==> src/rtl/fetch_unit_pkg.sv <==
// Shared definitions for the instruction fetch stage: FSM state encoding and
// default PC / instruction widths.
package fetch_unit_pkg;

  typedef enum logic [1:0] {
    IDLE  = 2'd0,
    RUN   = 2'd1,
    DRAIN = 2'd2
  } fetch_state_t;

  localparam int unsigned PC_W_DEFAULT   = 2;
  localparam int unsigned INST_W_DEFAULT = 32;

endpackage

==> src/rtl/fetch_fifo.sv <==
// Synchronous prefetch FIFO with flush. The head read holds the last presented
// word while empty, so downstream data does not change when out_valid drops.
module fetch_fifo #(
  parameter int unsigned WIDTH = 34,
  parameter int unsigned DEPTH = 2,
  localparam int unsigned CW   = $clog2(DEPTH + 1)
) (
  input  logic             clk,
  input  logic             reset_n,
  input  logic             push,
  input  logic             pop,
  input  logic             flush,
  input  logic [WIDTH-1:0] din,
  output logic [WIDTH-1:0] dout,
  output logic             full,
  output logic             empty,
  output logic [CW-1:0]    count
);

  localparam int unsigned AW = $clog2(DEPTH);

  logic [WIDTH-1:0] mem [DEPTH];
  logic [AW-1:0]    rd_ptr;
  logic [AW-1:0]    wr_ptr;
  logic [CW-1:0]    count_q;
  logic [WIDTH-1:0] last_q;
  logic             do_push;
  logic             do_pop;

  assign empty   = (count_q == '0);
  assign full    = (count_q == CW'(DEPTH));
  assign count   = count_q;
  assign do_pop  = pop && !empty;
  assign do_push = push && !flush && (!full || do_pop);
  assign dout    = empty ? last_q : mem[rd_ptr];

  always_ff @(posedge clk) begin
    if (do_push) begin
      mem[wr_ptr] <= din;
    end
  end

  always_ff @(posedge clk) begin
    if (!reset_n) begin
      rd_ptr  <= '0;
      wr_ptr  <= '0;
      count_q <= '0;
      last_q  <= '0;
    end else begin
      // Capture the head whenever it disappears (pop or flush) so dout holds.
      if ((do_pop || flush) && !empty) begin
        last_q <= mem[rd_ptr];
      end
      if (flush) begin
        rd_ptr  <= '0;
        wr_ptr  <= '0;
        count_q <= '0;
      end else begin
        if (do_pop) begin
          rd_ptr <= rd_ptr + AW'(1);
        end
        if (do_push) begin
          wr_ptr <= wr_ptr + AW'(1);
        end
        if (do_push && !do_pop) begin
          count_q <= count_q + CW'(1);
        end else if (do_pop && !do_push) begin
          count_q <= count_q - CW'(1);
        end
      end
    end
  end

endmodule

==> src/rtl/fetch_unit.sv <==
// Instruction fetch stage: PC, IDLE/RUN/DRAIN control, prefetch FIFO.
// Optional FETCH_PERF_EN adds saturating fetch_count / stall_count outputs.
module fetch_unit
  import fetch_unit_pkg::*;
#(
  parameter int unsigned PC_W   = PC_W_DEFAULT,
  parameter int unsigned INST_W = INST_W_DEFAULT,
  parameter int unsigned DEPTH  = 2
) (
  input  logic              clk,
  input  logic              reset_n,
  input  logic              en,
  input  logic              redirect_valid,
  input  logic [PC_W-1:0]   redirect_pc,
  output logic              im_cs,
  output logic [PC_W-1:0]   im_addr,
  input  logic [INST_W-1:0] im_data,
  output logic              out_valid,
  input  logic              out_ready,
  output logic [INST_W-1:0] out_inst,
`ifdef FETCH_PERF_EN
  output logic [15:0]       fetch_count,
  output logic [15:0]       stall_count,
`endif
  output logic [PC_W-1:0]   out_pc
);

  localparam int unsigned FW = INST_W + PC_W;
  localparam int unsigned CW = $clog2(DEPTH + 1);

  fetch_state_t     state_q;
  fetch_state_t     state_d;
  logic [PC_W-1:0]  pc_q;
  logic             fetch;
  logic             pop;
  logic             fifo_full;
  logic             fifo_empty;
  logic [CW-1:0]    fifo_count;
  logic             empty_after_pop;
  logic [FW-1:0]    fifo_dout;

  assign pop             = out_valid && out_ready;
  assign empty_after_pop = fifo_empty || ((fifo_count == CW'(1)) && pop);

  always_comb begin
    state_d = state_q;
    fetch   = 1'b0;
    unique case (state_q)
      IDLE: begin
        if (en) begin
          state_d = RUN;
        end
      end
      RUN: begin
        if (!en) begin
          state_d = (redirect_valid || empty_after_pop) ? IDLE : DRAIN;
        end else begin
          fetch = (!fifo_full || pop) && !redirect_valid;
        end
      end
      DRAIN: begin
        if (redirect_valid) begin
          state_d = IDLE;
        end else if (en) begin
          state_d = RUN;
        end else if (empty_after_pop) begin
          state_d = IDLE;
        end
      end
      default: state_d = IDLE;
    endcase
  end

  // Gated by reset_n so no memory access is issued during a reset cycle.
  assign im_cs   = fetch && reset_n;
  assign im_addr = pc_q;

  always_ff @(posedge clk) begin
    if (!reset_n) begin
      state_q <= IDLE;
      pc_q    <= '0;
    end else begin
      state_q <= state_d;
      if (redirect_valid) begin
        pc_q <= redirect_pc;
      end else if (fetch) begin
        pc_q <= pc_q + PC_W'(1);
      end
    end
  end

  fetch_fifo #(
    .WIDTH (FW),
    .DEPTH (DEPTH)
  ) u_fifo (
    .clk     (clk),
    .reset_n (reset_n),
    .push    (im_cs),
    .pop     (pop),
    .flush   (redirect_valid),
    .din     ({im_data, pc_q}),
    .dout    (fifo_dout),
    .full    (fifo_full),
    .empty   (fifo_empty),
    .count   (fifo_count)
  );

  assign out_valid = !fifo_empty;
  assign out_inst  = fifo_dout[FW-1:PC_W];
  assign out_pc    = fifo_dout[PC_W-1:0];

`ifdef FETCH_PERF_EN
  always_ff @(posedge clk) begin
    if (!reset_n) begin
      fetch_count <= '0;
      stall_count <= '0;
    end else begin
      if (im_cs && (fetch_count != '1)) begin
        fetch_count <= fetch_count + 16'd1;
      end
      if ((state_q == RUN) && out_valid && !out_ready && (stall_count != '1)) begin
        stall_count <= stall_count + 16'd1;
      end
    end
  end
`endif

endmodule

==> config.mk <==
export PLATFORM = sky130hd
export DESIGN_NAME = fetch_unit
export DESIGN_NICKNAME = d
export VERILOG_FILES = /design/src/rtl/fetch_unit_pkg.sv /design/src/rtl/fetch_fifo.sv /design/src/rtl/fetch_unit.sv
export SDC_FILE = /design/constraint.sdc
export NUM_CORES = 1
export LEC_CHECK = 0
export ABC_AREA = 1
export ABC_CLOCK_PERIOD_IN_PS = 7000
export CAP_MARGIN = 20
export CORE_MARGIN = 2
export CORE_UTILIZATION = 45
export CTS_CLUSTER_DIAMETER = 40
export DETAILED_ROUTE_END_ITERATION = 6
export GPL_TIMING_DRIVEN = 0
export PLACE_DENSITY = 0.78
export SLEW_MARGIN = 30
export SYNTH_ARGS = -nofsm -noshare
export SYNTH_HDL_FRONTEND = slang
export SYNTH_SLANG_ARGS = --single-unit
==> constraint.sdc <==
create_clock -name clk -period 7 [get_ports clk]
set_input_delay 1.75 -clock clk [delete_from_list [all_inputs] [get_ports clk]]
set_output_delay 1.75 -clock clk [all_outputs]
set_load 0.005 [all_outputs]
== Word-level counts from Yosys, hierarchy flattened ==
Memory sizes are Yosys's and may differ from the RTL's. A register that Yosys moved wholly into a read port is not among the register bits.
Cells that the tools add are included.

* $add $sub $neg: 5
* Eq/ne operators: 7
* Mux-type cells: 18
* Bitwise logic cells: 1
* Reductions and logical operators: 26

{| class="wikitable"
|+ Operators with widths
! cell !! number
|-
| $mux 34 || 1
|-
| $mux 2 || 10
|-
| $logic_and 1x1->1 || 10
|-
| $mux 1 || 6
|-
| $pmux 2 s3 || 1
|-
| $logic_not 1->1 || 5
|-
| $logic_or 1x1->1 || 5
|-
| $add 2x1->2 const B || 2
|-
| $eq 2x1->1 const B || 2
|-
| $eq 2x2->1 const B || 2
|-
| $logic_not 2->1 || 2
|-
| $ne 2x2->1 const B || 2
|-
| $ne 4x4->1 const B || 1
|-
| $reduce_bool 2->1 || 2
|-
| $reduce_and 3->1 || 1
|-
| $add 1x1->1 const B || 2
|-
| $reduce_or 2->1 || 1
|-
| $sub 2x1->2 const B || 1
|-
| $not 1->1 || 1
|}

* Flip-flop bits (word level): 42
* Bits in writable memories: 68
* Input bits: 39
* Output and inout bits: 38
* Memories: 1

{| class="wikitable"
|+ Memories
! name !! words !! width !! rd ports !! clocked after Yosys merged registers in !! write ports !! line !! source
|-
| u_fifo.mem || 2 || 34 || 1 || 1 || 1 || fetch_fifo.sv:22 || <nowiki>logic [WIDTH-1:0] mem [DEPTH];</nowiki>
|}

== Depth between registers and ports, before layout ==
Gate-level depths: netlist of run 1.

* Depth after elaboration: 14
* Mapped depth: 11
* Gate-level depth less buffers: 11

== Cells and area by module ==
Synthesis of run 1 repeated with hierarchy kept, for this count alone.

* Cells, all modules: 521
* Area total of the unflattened synthesis: 4626.9 µm²

{| class="wikitable"
|+ By module, submodules not included
! module !! times used !! cells an instance !! area each (µm²) !! sequential area each (µm²)
|-
| fetch_fifo || 1 || 478 || 4374.2 || 2822.7
|-
| fetch_unit || 1 || 43 || 252.7 || 80.1
|}

== Least setup slack after synthesis of run 1 ==
OpenSTA, ideal clock, no wires.

* Kind: input-to-reg
* From: input port redirect_valid
* To: memory u_fifo.mem[0][0] (enable)
* Library setup time: 0.425 ns
* Arrival: 3.575 ns
* Path slack: 3.000 ns
* Stages: 5
* Buffers on the path: 0
* Cell sequence: inv_2 -> nand2_1 -> nor2_4 -> nand3_4 -> nor2_1

* Longest elaborated chain between the ends: 9

{| class="wikitable"
|+ Ends and longest elaborated chain
! item !! line !! source
|-
| start: declaration || fetch_unit.sv:13 || <nowiki>input logic redirect_valid,</nowiki>
|-
| $logic_not 1->1 * || fetch_fifo.sv:34, fetch_unit.sv:58 ||
|-
| $logic_and 1x1->1 || fetch_unit.sv:58 || <nowiki>fetch = (!fifo_full || pop) && !redirect_valid;</nowiki>
|-
| $mux 1 || fetch_unit.sv:55 || <nowiki>if (!en) begin</nowiki>
|-
| $mux 1 || fetch_unit.sv:48 || <nowiki>unique case (state_q)</nowiki>
|-
| $logic_and 1x1->1 || fetch_unit.sv:75 || <nowiki>assign im_cs = fetch && reset_n;</nowiki>
|-
| $logic_and 1x1->1 * (2 in a row) || fetch_fifo.sv:34 || <nowiki>assign do_push = push && !flush && (!full || do_pop);</nowiki>
|-
| $mux 1 * || fetch_fifo.sv:38 || <nowiki>if (do_push) begin</nowiki>
|-
| $mux 1 (implied by the code) * || fetch_fifo.sv:39 || <nowiki>mem[wr_ptr] <= din;</nowiki>
|-
| end: declaration || fetch_fifo.sv:22 ||
|}

Every way passes the cells marked *; elsewhere a longest branch is shown, timed or not.

== Final worst setup path of run 1 ==
* From: input port redirect_valid
* To: output port im_cs

* Longest elaborated chain between the ends: 5

{| class="wikitable"
|+ Ends and longest elaborated chain
! item !! line !! source
|-
| $logic_not 1->1 || fetch_unit.sv:58 ||
|-
| $logic_and 1x1->1 || fetch_unit.sv:58 ||
|-
| $mux 1 || fetch_unit.sv:55 ||
|-
| $mux 1 || fetch_unit.sv:48 ||
|-
| $logic_and 1x1->1 || fetch_unit.sv:75 ||
|-
| end: declaration || fetch_unit.sv:15 || <nowiki>output logic im_cs,</nowiki>
|}

No other way between the ends.

==> results of run 1 <==
registers in the layout, indices dropped and copies added (netlist names), named ones only:
register and count:
u_fifo.mem 68, u_fifo.wr_ptr 1, state_q 2, u_fifo.count 2, u_fifo.rd_ptr 1, u_fifo.last_q 34
im_addr 2
routing by layer:
| layer | track usage, % | vias to the layer above | wire length [um] |
|---|---|---|---|
| met5 | 0 | - | 0 |
| met3 | 3.77 | 9 | 481 |
| met2 | 31.7 | 100 | 5020 |
| met4 | 5.05 | 0 | 108 |
| li1 | - | 1726 | - |
| met1 | 24.7 | 1635 | 4520 |
worst reg2reg max path: cells and delay by family (launching register included):
kind / cells / cell delay (ps)
DFF: 1 / 350
adders and majority gates: 1 / 230
and+or+nand+nor: 4 / 1010
buffers and inverters: 3 / 460
Yosys cell counts:
cell type	count	area share [%]
sky130_fd_sc_hd__inv_1	81	6.6
sky130_fd_sc_hd__nand2_1	80	6.5
sky130_fd_sc_hd__o21ai_0	79	8.5
sky130_fd_sc_hd__edfxtp_1	68	44
sky130_fd_sc_hd__dfxtp_1	43	19
sky130_fd_sc_hd__a21oi_1	29	3.1
sky130_fd_sc_hd__o21ai_1	26	2.8
sky130_fd_sc_hd__nor2_1	11	0.89
sky130_fd_sc_hd__a21oi_2	10	1.9
sky130_fd_sc_hd__buf_2	8	0.86
sky130_fd_sc_hd__buf_6	6	1.5
sky130_fd_sc_hd__nand3_1	6	0.65
sky130_fd_sc_hd__clkbuf_1	5	0.41
sky130_fd_sc_hd__ha_1	4	1.1
sky130_fd_sc_hd__buf_1	3	0.24
sky130_fd_sc_hd__clkbuf_2	2	0.22
sky130_fd_sc_hd__inv_2	2	0.16
sky130_fd_sc_hd__a211oi_1	1	0.16
sky130_fd_sc_hd__buf_4	1	0.16
sky130_fd_sc_hd__nand2_2	1	0.14
sky130_fd_sc_hd__nand3_4	1	0.38
sky130_fd_sc_hd__nor2_4	1	0.24
sky130_fd_sc_hd__o211ai_1	1	0.16
sky130_fd_sc_hd__o21ai_4	1	0.35
sky130_fd_sc_hd__xnor2_1	1	0.19
sky130_fd_sc_hd__xor2_1	1	0.19
worst paths after layout:
path                    startpoint                end  slack, ps
setup / recovery    redirect_valid              im_cs       1800
hold / removal    u_fifo.last_q[9]   u_fifo.last_q[9]        450
setup reg to reg   u_fifo.count[0]  u_fifo.mem[1][12]       4640
hold reg to reg   u_fifo.last_q[9]   u_fifo.last_q[9]        450
cell type report:
| class | instances | area share (%) |
|---|---|---|
| repair buffers | 77 | 13.8 |
| plain buffers | 25 | 2.65 |
| clock inverters | 6 | 1.58 |
| multi-input cells | 253 | 21.8 |
| flip-flops and latches | 111 | 49.6 |
| inverters | 83 | 5.32 |
| well taps | 136 | 2.91 |
| clock buffers | 10 | 2.35 |
metrics by stage:
step,hold slack [ps],total power (W),instances
after floorplan,424,0.000756,472
after global placement,432,0.000807,683
after detailed placement,441,0.000811,685
after CTS,455,0.00123,701
after global routing,467,0.00126,701
final,450,0.00122,701
cell usage in the layout, fill, tap and decap left out, drive strengths merged, types with 2 or more instances in the layout:
master,n
inv,84
clkbuf,17
edfxtp,68
buf,20
a21oi,39
nand3,7
ha,4
clkinvlp,2
clkdlybuf4s50,75
o21ai,106
nand2,81
nor2,12
dfxtp,43
bufinv,2
logic make-up (layout without fill, tap and decap cells):
family / after synthesis / after routing / share of synthesized area, %
AO/OA/AOI/OAI: 147 / 147 / 17.0
flip-flops: 111 / 111 / 62.7
buffers and inverters: 108 / 201 / 10.1
AND/OR/NAND/NOR: 100 / 100 / 8.78
adder cells (fa/ha/maj): 4 / 4 / 1.08
XOR/XNOR: 2 / 2 / 0.378
report_power, final:
| group | internal [W] | leakage (nW) | switching [W] |
|---|---|---|---|
| sequential | 0.000701 | 0.961 | 0.00000356 |
| clock | 0.000213 | 0.109 | 0.000214 |
| combinational | 0.0000479 | 0.994 | 0.0000438 |
| total | 0.000963 | 2.06 | 0.000261 |
==> results_dict.tcl, run 1 <==
set metrics [dict create \
    run_status "finished, final reports clean" \
    multi_input_comb_area_mm2 0.00128 \
    setup_tns_ps 0 \
    seq_area_mm2 0.00290 \
    grt_start_max_net_pins 20 \
    worst_hold_path.num_cells 2 \
    crit_type "input port to output pin" \
    yosys_register_bits 111 \
    first_global_vias 3379 \
    die_x_um 105 \
    numCtsBuffers 9 \
    number_of_library_cell_types_mapped_by_synthesis 26 \
    detailedPlace.worstSlack_ps 1810 \
    filler_cell_count 849 \
    leakage_nw 2.06 \
    cts-root-buf "sky130_fd_sc_hd__clkbuf_8" \
    final_hold_viol_count 0 \
    synth.cell_area_mm2 0.00463 \
    final.setup.worst_slack_ps 1800 \
    num_antenna_cells 0 \
    worstRegToRegCells 8 \
    placed_area_mm2 0.00562 \
    power_density_mw_per_mm2 209 \
    max_freq_mhz 192 \
    end_kind "output pin" \
    final_setup_violating_endpoints 0 \
    final-max-slew-violation-count 0 \
    cts_tree "yes" \
    rows 37 \
    vias_per_cell 4.95 \
    critPathBufInv 4 \
    path_max_fanout 7 \
    pin_count 77 \
    timing.critical_path.max_delay_family "buffers and inverters" \
    clock_transition_at_the_registers_of_the_reported_paths_ps 90 \
    post_cts_resized 0 \
    fp.dieH_um 105 \
    path_category_of_the_worst_min_delay_check "register to register" \
    grt_use_total_pct 18.8 \
    postCtsSetupBuffers 0 \
    first_pass_detailed_route_iteration_total 5 \
    fin_skew_ps 12.4 \
    synth.avg_cell_area_um2 9.82 \
    routed_wire_length_per_instance_um 14.5 \
    post_syn_instances 472 \
    ir_drop_mv 0.0974 \
    route.antenna.remaining_nets 0 \
    drt_drc_violations_left 0 \
    max_cap_viol_count 0 \
    post_route_cells_drive_above_1_share_pct 9.38 \
    cp.required_ps 5250 \
    yosys_warnings 0 \
    first_pass_grt_wire_length_mm 16.4 \
    design.core.area_mm2 0.0101 \
    initial_utilization_pct 45.7 \
    worstSkewPairLatency_ps 370 \
    finalCritPeriodShare_pct 74.3 \
    global_route.overflow_total 0 \
    finalNetCount 603 \
    areaGrowthSynthToFinish_pct 26.4 \
    route.vias.total 3470 \
    worst_pin_slew_ps 719 \
    hpwl_mm 7.15 \
    timing.critical_path.arrival_ps 3450 \
    clock_tree.buffer_depth 2 \
    postSynthNetCount 515 \
    clock_tree.htree_level_count 3 \
    synth_sequential_area_ratio_pct 62.7 \
    gp_congestion 0.807 \
    timing.critical_path.depth 7 \
    cts.hold.buffers_added 0 \
    critPathLaunchType "input port" \
    post_route_cell_area_mm2 0.00585 \
    place.port_buffers 75 \
    worstPathCellList "clkdlybuf4s50_1 -> inv_2 -> nand2_1 -> nor2_4 -> nand3_4 -> inv_1 -> clkdlybuf4s50_1" \
    grt_setup_unrepaired "no" \
    dr.first_iter.drc_count 146 \
    clock_sinks 111 \
    slowest_stage "sky130_fd_sc_hd__clkdlybuf4s50_1" \
    antenna_found_initial 0 \
    finish.utilization_pct 57.7 \
    slew_margin_rel_pct 51.9 \
    routed_wire_length_mm 10.1 \
    floorplan.die_area_mm2 0.0111 \
    critical_path_s_most_frequent_cell "sky130_fd_sc_hd__clkdlybuf4s50_1" \
    max_stage_delay_ps 570 \
    final_period_minus_worst_setup_slack_ps 5200 \
]
Note: power is estimated with default switching activity, not from simulation.
==> run 2, diff against run 1 <==
- ABC_CLOCK_PERIOD_IN_PS: 7000 -> 4400
- PLACE_DENSITY: 0.78 -> 0.81
- clock period: 7 -> 4.4 ns (I/O delays scaled with it)
==> run 2 against run 1 <==
Global-route usage shrank 0.21 points. Critical path depth is the same. Count of clock-buffer cells in the layout is the same. Setup slack lost 1300 ps. Die area is the same. Register-to-register slack lost 2500 ps. Largest cell class unchanged. Highest routed layer unchanged.
==> results_dict.tcl, run 2 (same netlist as run 1, synthesis figures left out) <==
set metrics [dict create \
    run_status "finished, final reports clean" \
    fin_skew_ps 7.60 \
    postCtsSetupBuffers 0 \
    max_cap_viol_count 0 \
    vias_per_cell 5.03 \
    worstPathCellList "clkdlybuf4s50_1 -> inv_2 -> nand2_1 -> nor2_4 -> nand3_4 -> inv_1 -> clkdlybuf4s50_1" \
    share_seq_of_total_power_pct 60.4 \
    max_stage_delay_ps 560 \
    count_of_placed_standard_cells_including_taps 685 \
    gp_congestion 0.834 \
    pin_count 77 \
    worst_hold_path.endpoint "u_fifo.last_q[31]" \
    cp.required_ps 3300 \
    path_max_fanout 7 \
    timing.critical_path.max_delay_family "buffers and inverters" \
    post_route_cell_area_mm2 0.00581 \
    design.core.area_mm2 0.0101 \
    final_hold_viol_count 0 \
    crit-reg2reg-capture "u_fifo.mem[0][26]" \
    antenna_found_initial 0 \
    end_kind "output pin" \
    path_category_of_the_worst_min_delay_check "register to register" \
    dr.first_iter.drc_count 198 \
    cts.hold.buffers_added 0 \
    global_route.overflow_total 0 \
    largest_reg_flops 68 \
    hpwl_mm 7.40 \
    worst_pin_slew_ps 599 \
    routed_wire_length_mm 10.2 \
    first_pass_grt_wire_length_mm 16.2 \
    floorplan.die_area_mm2 0.0111 \
    final.setup.worst_slack_ps 500 \
    timing.critical_path.arrival_ps 2800 \
    slew_margin_rel_pct 59.9 \
    slowest_stage "sky130_fd_sc_hd__clkdlybuf4s50_1" \
    initial_utilization_pct 45.7 \
    numCtsBuffers 9 \
    internal-power_w 0.00145 \
    min-delay-start "u_fifo.last_q[31]" \
    timing.critical_path.depth 7 \
    max_flop_register "u_fifo.mem" \
    cts-root-buf "sky130_fd_sc_hd__clkbuf_8" \
    final_period_minus_worst_setup_slack_ps 3900 \
    timing.hold.ws_ps 456 \
    drt_drc_violations_left 0 \
    num_antenna_cells 0 \
    die_x_um 105 \
    layout_commonest_cell "sky130_fd_sc_hd__inv_1" \
    power_density_mw_per_mm2 319 \
    reg2reg_from "u_fifo.count[0]" \
    grt_start_max_net_pins 19 \
    power.share.combinational_pct 7.9 \
    fp.dieH_um 105 \
    place.port_buffers 75 \
    critPathLaunchType "input port" \
    rows 37 \
    detailedPlace.worstSlack_ps 515 \
    leakage_nw 2.04 \
    switching_share_pct 21.8 \
    clock_sinks 111 \
    areaGrowthSynthToFinish_pct 25.5 \
    clock_transition_at_the_registers_of_the_reported_paths_ps 90 \
    worstRegToRegCells 8 \
    clock_tree.buffer_depth 2 \
    finalCritPeriodShare_pct 88.6 \
    final_cell_mix "sky130_fd_sc_hd__inv_1 (81), sky130_fd_sc_hd__nand2_1 (80), sky130_fd_sc_hd__o21ai_0 (79), sky130_fd_sc_hd__clkdlybuf4s50_1 (75), sky130_fd_sc_hd__edfxtp_1 (68)" \
    placed_area_mm2 0.00562 \
    non_filler_instances 701 \
    p_sw_w 0.000404 \
    cts_tree "yes" \
    reg2reg_slack_ps 2110 \
    critPathBufInv 4 \
    route.vias.total 3528 \
    critical_path_s_most_frequent_cell "sky130_fd_sc_hd__clkdlybuf4s50_1" \
    layout_top_registers "u_fifo.mem: 68 flops, u_fifo.last_q: 34 flops" \
    post_cts_resized 0 \
    grt_setup_unrepaired "no" \
    first_pass_detailed_route_iteration_total 5 \
    first_global_vias 3441 \
    crit_type "input port to output pin" \
    clock_power_share_pct 31.7 \
    grt_use_total_pct 18.6 \
    final-max-slew-violation-count 0 \
    final_setup_violating_endpoints 0 \
    post_route_cells_drive_above_1_share_pct 8.85 \
    max_freq_mhz 256 \
    finish.utilization_pct 57.3 \
    clock_tree.htree_level_count 3 \
    route.antenna.remaining_nets 0 \
    worst_hold_path.num_cells 2 \
    finalNetCount 603 \
    routed_wire_length_per_instance_um 14.6 \
    worstSkewPairLatency_ps 360 \
    ir_drop_mv 0.150 \
]
## run 2: changes by cell type in the layout (fill, tap and decap cells not counted), sizes merged
cell    delta
inv        -1
clkinv     +2
bufinv     -1
## run 2: worst max path at each step
| stage | start | to | slack (ps) |
|---|---|---|---|
| 4_1_cts | redirect_valid | im_cs | 500 |
| 5_1_grt | redirect_valid | im_cs | 420 |
| 2_1_floorplan | redirect_valid | u_fifo.mem[0][0] | 1050 |
| 3_3_place_gp | redirect_valid | u_fifo.mem[0][28] | -490 |
| 3_5_place_dp | redirect_valid | im_cs | 520 |
| 6_report | redirect_valid | im_cs | 500 |
## run 2: routing by layer
layer | vias up | wire [um] | track usage, %
met5 | - | 0 | 0
met4 | 0 | 153 | 5.71
met3 | 16 | 614 | 3.03
met2 | 123 | 5150 | 32.3
met1 | 1662 | 4320 | 23.7
li1 | 1727 | - | -
## run 2: through the flow
step,total power (W),TNS (ps)
after floorplan,0.00120,0
after global placement,0.00128,-33140
after detailed placement,0.00129,0
after CTS,0.00187,0
after global routing,0.00193,0
final,0.00186,0
## run 2: worst register-to-register path, stage by stage, from the launching register on
cell                      delay (ps)
sky130_fd_sc_hd__dfxtp_1         360
sky130_fd_sc_hd__inv_1            90
sky130_fd_sc_hd__ha_1            230
sky130_fd_sc_hd__inv_2           160
sky130_fd_sc_hd__nand2_1         140
sky130_fd_sc_hd__nand2_2         150
sky130_fd_sc_hd__nand3_4         140
sky130_fd_sc_hd__nor2_4          500
sky130_fd_sc_hd__buf_16          230
## run 2: layout make-up
class | instances | area (um2)
Timing Repair Buffer | 77 | 806
Tap cell | 136 | 170
Fill cell | 826 | 4330
Clock buffer | 10 | 128
Sequential cell | 111 | 2900
Buffer | 25 | 155
Clock inverter | 6 | 61.3
Inverter | 83 | 312
Multi-Input combinational cell | 253 | 1280
## run 2: power by group through the flow
stage               clock [W]  combinational [W]  sequential [W]
floorplan                   0          0.0000587         0.00114
global placement            0           0.000140         0.00114
detailed placement          0           0.000147         0.00115
CTS                  0.000598           0.000147         0.00112
global route         0.000643           0.000160         0.00112
finish               0.000588           0.000147         0.00112
==> run 3, diff against run 2 <==
- CORE_UTILIZATION: 45 -> 48
- GPL_ROUTABILITY_DRIVEN: default -> 0
- PLACE_DENSITY: 0.81 -> 0.85
==> run 3 against run 2 <==
Final area shrank 0.60%. Routed wire length rose by 7.7%. Via count increased by 2.9%. Count of clock-buffer cells in the layout up 4. Highest routed layer unchanged. Non-clock buffer count is the same. Sequential share of layout area grew 0.30 points. Cell count down 1.0%. Total power decreased by 2.3%. Clock power fell by 7.5%.
==> results_dict.tcl, run 3 (same netlist as run 1, synthesis figures left out) <==
set metrics [dict create \
    first_pass_detailed_route_iteration_total 5 \
    design.core.area_mm2 0.00928 \
    route.antenna.remaining_nets 0 \
    final_hold_viol_count 0 \
    clock_tree.buffer_depth 2 \
    timing.critical_path.arrival_ps 2860 \
    final-max-slew-violation-count 0 \
    end_kind "output pin" \
    clock_sinks 111 \
    routed_wire_length_mm 11.0 \
    postCtsSetupBuffers 0 \
    post_cts_resized 0 \
    slew_margin_rel_pct 58.1 \
    final_cell_mix "sky130_fd_sc_hd__inv_1 (81), sky130_fd_sc_hd__nand2_1 (80), sky130_fd_sc_hd__o21ai_0 (79), sky130_fd_sc_hd__clkdlybuf4s50_1 (75), sky130_fd_sc_hd__edfxtp_1 (68)" \
    finalNetCount 603 \
    num_antenna_cells 0 \
    post_route_cells_drive_above_1_share_pct 8.67 \
    ir_drop_mv 0.219 \
    path_category_of_the_worst_min_delay_check "register to register" \
    worst_pin_slew_ps 627 \
    reg2reg_from "u_fifo.count[0]" \
    layout_commonest_cell "sky130_fd_sc_hd__inv_1" \
    global_route.overflow_total 0 \
    max_freq_mhz 253 \
    clock_transition_at_the_registers_of_the_reported_paths_ps 90 \
    path_max_fanout 7 \
    reg2reg_slack_ps 2090 \
    crit_type "input port to output pin" \
    grt_setup_unrepaired "no" \
    cts_tree "yes" \
    fin_skew_ps 10.4 \
    post_route_cell_area_mm2 0.00578 \
    initial_utilization_pct 49.9 \
    finish.utilization_pct 62.2 \
    grt_use_total_pct 22.2 \
    run_status "finished, final reports clean" \
    final_period_minus_worst_setup_slack_ps 3960 \
    worstSkewPairLatency_ps 380 \
    clock_tree.htree_level_count 3 \
    timing.hold.ws_ps 450 \
    pin_count 77 \
    vias_per_cell 5.23 \
    first_pass_grt_wire_length_mm 17.3 \
    antenna_found_initial 0 \
    placed_area_mm2 0.00562 \
    cts-root-buf "sky130_fd_sc_hd__clkbuf_8" \
    place.port_buffers 75 \
    dr.first_iter.drc_count 279 \
    start_point_of_the_critical_path "redirect_valid" \
    first_global_vias 3642 \
    route.vias.total 3630 \
    final_setup_violating_endpoints 0 \
    cts.hold.buffers_added 0 \
    min-delay-start "u_fifo.last_q[5]" \
    hpwl_mm 7.80 \
    max_cap_viol_count 0 \
    largest_reg_flops 68 \
    floorplan.die_area_mm2 0.0105 \
    finalCritPeriodShare_pct 90.0 \
    grt_start_max_net_pins 19 \
    critPathLaunchType "input port" \
    areaGrowthSynthToFinish_pct 24.7 \
    max_flop_register "u_fifo.mem" \
    drt_drc_violations_left 0 \
    numCtsBuffers 9 \
    power_density_mw_per_mm2 314 \
    routed_wire_length_per_instance_um 15.9 \
    rows 35 \
    die_x_um 102 \
    fp.dieH_um 102 \
    leakage_nw 2.04 \
    layout_top_registers "u_fifo.mem: 68 flops, u_fifo.last_q: 34 flops" \
    cp.required_ps 3300 \
    setup_tns_ps 0 \
]
## run 3: cell types whose count changed in the layout (fill, tap and decap cells not counted), sizes merged
cell,change
bufinv,-1
clkbuf,+4
clkinv,-1
clkinvlp,-2
## run 3: worst paths after layout
kind | end | cells past startpoint
setup / recovery | im_cs | 7
hold / removal | u_fifo.last_q[5] | 2
setup reg to reg | u_fifo.mem[1][4] | 8
hold reg to reg | u_fifo.last_q[5] | 2
## run 3: worst max-delay path, cell delays in order
cell and delay (ps):
sky130_fd_sc_hd__clkdlybuf4s50_1 590, sky130_fd_sc_hd__inv_2 180, sky130_fd_sc_hd__nand2_1 100, sky130_fd_sc_hd__nor2_4 160
sky130_fd_sc_hd__nand3_4 140, sky130_fd_sc_hd__inv_1 80, sky130_fd_sc_hd__clkdlybuf4s50_1 500
## run 3: cell type report
type / instances / area, um2
Fill cell: 755 / 3510
Sequential cell: 111 / 2900
Multi-Input combinational cell: 253 / 1280
Timing Repair Buffer: 77 / 806
Inverter: 83 / 312
Tap cell: 129 / 161
Buffer: 25 / 155
Clock buffer: 14 / 153
Clock inverter: 2 / 10.0
## run 3: stage by stage
stage	setup slack [ps]	total power (W)	std cells
after floorplan	1050	0.00120	472
after global placement	-496	0.00128	676
after detailed placement	454	0.00129	678
after CTS	446	0.00182	694
after global routing	343	0.00188	694
final	442	0.00181	694
## run 3: report_power, final
group	leakage [nW]	internal [W]	switching, W
clock	0.0844	0.000221	0.000322
sequential	0.961	0.00112	0.00000590
combinational	0.994	0.0000763	0.0000734
## run 3: per-layer routing
metal	global-route usage, %	up-vias	part of all wire (%)
met5	0	-	0
met4	11.0	0	2.0
met3	3.63	25	7.0
met2	36.9	184	52
met1	28.2	1696	39
li1	-	1725	-
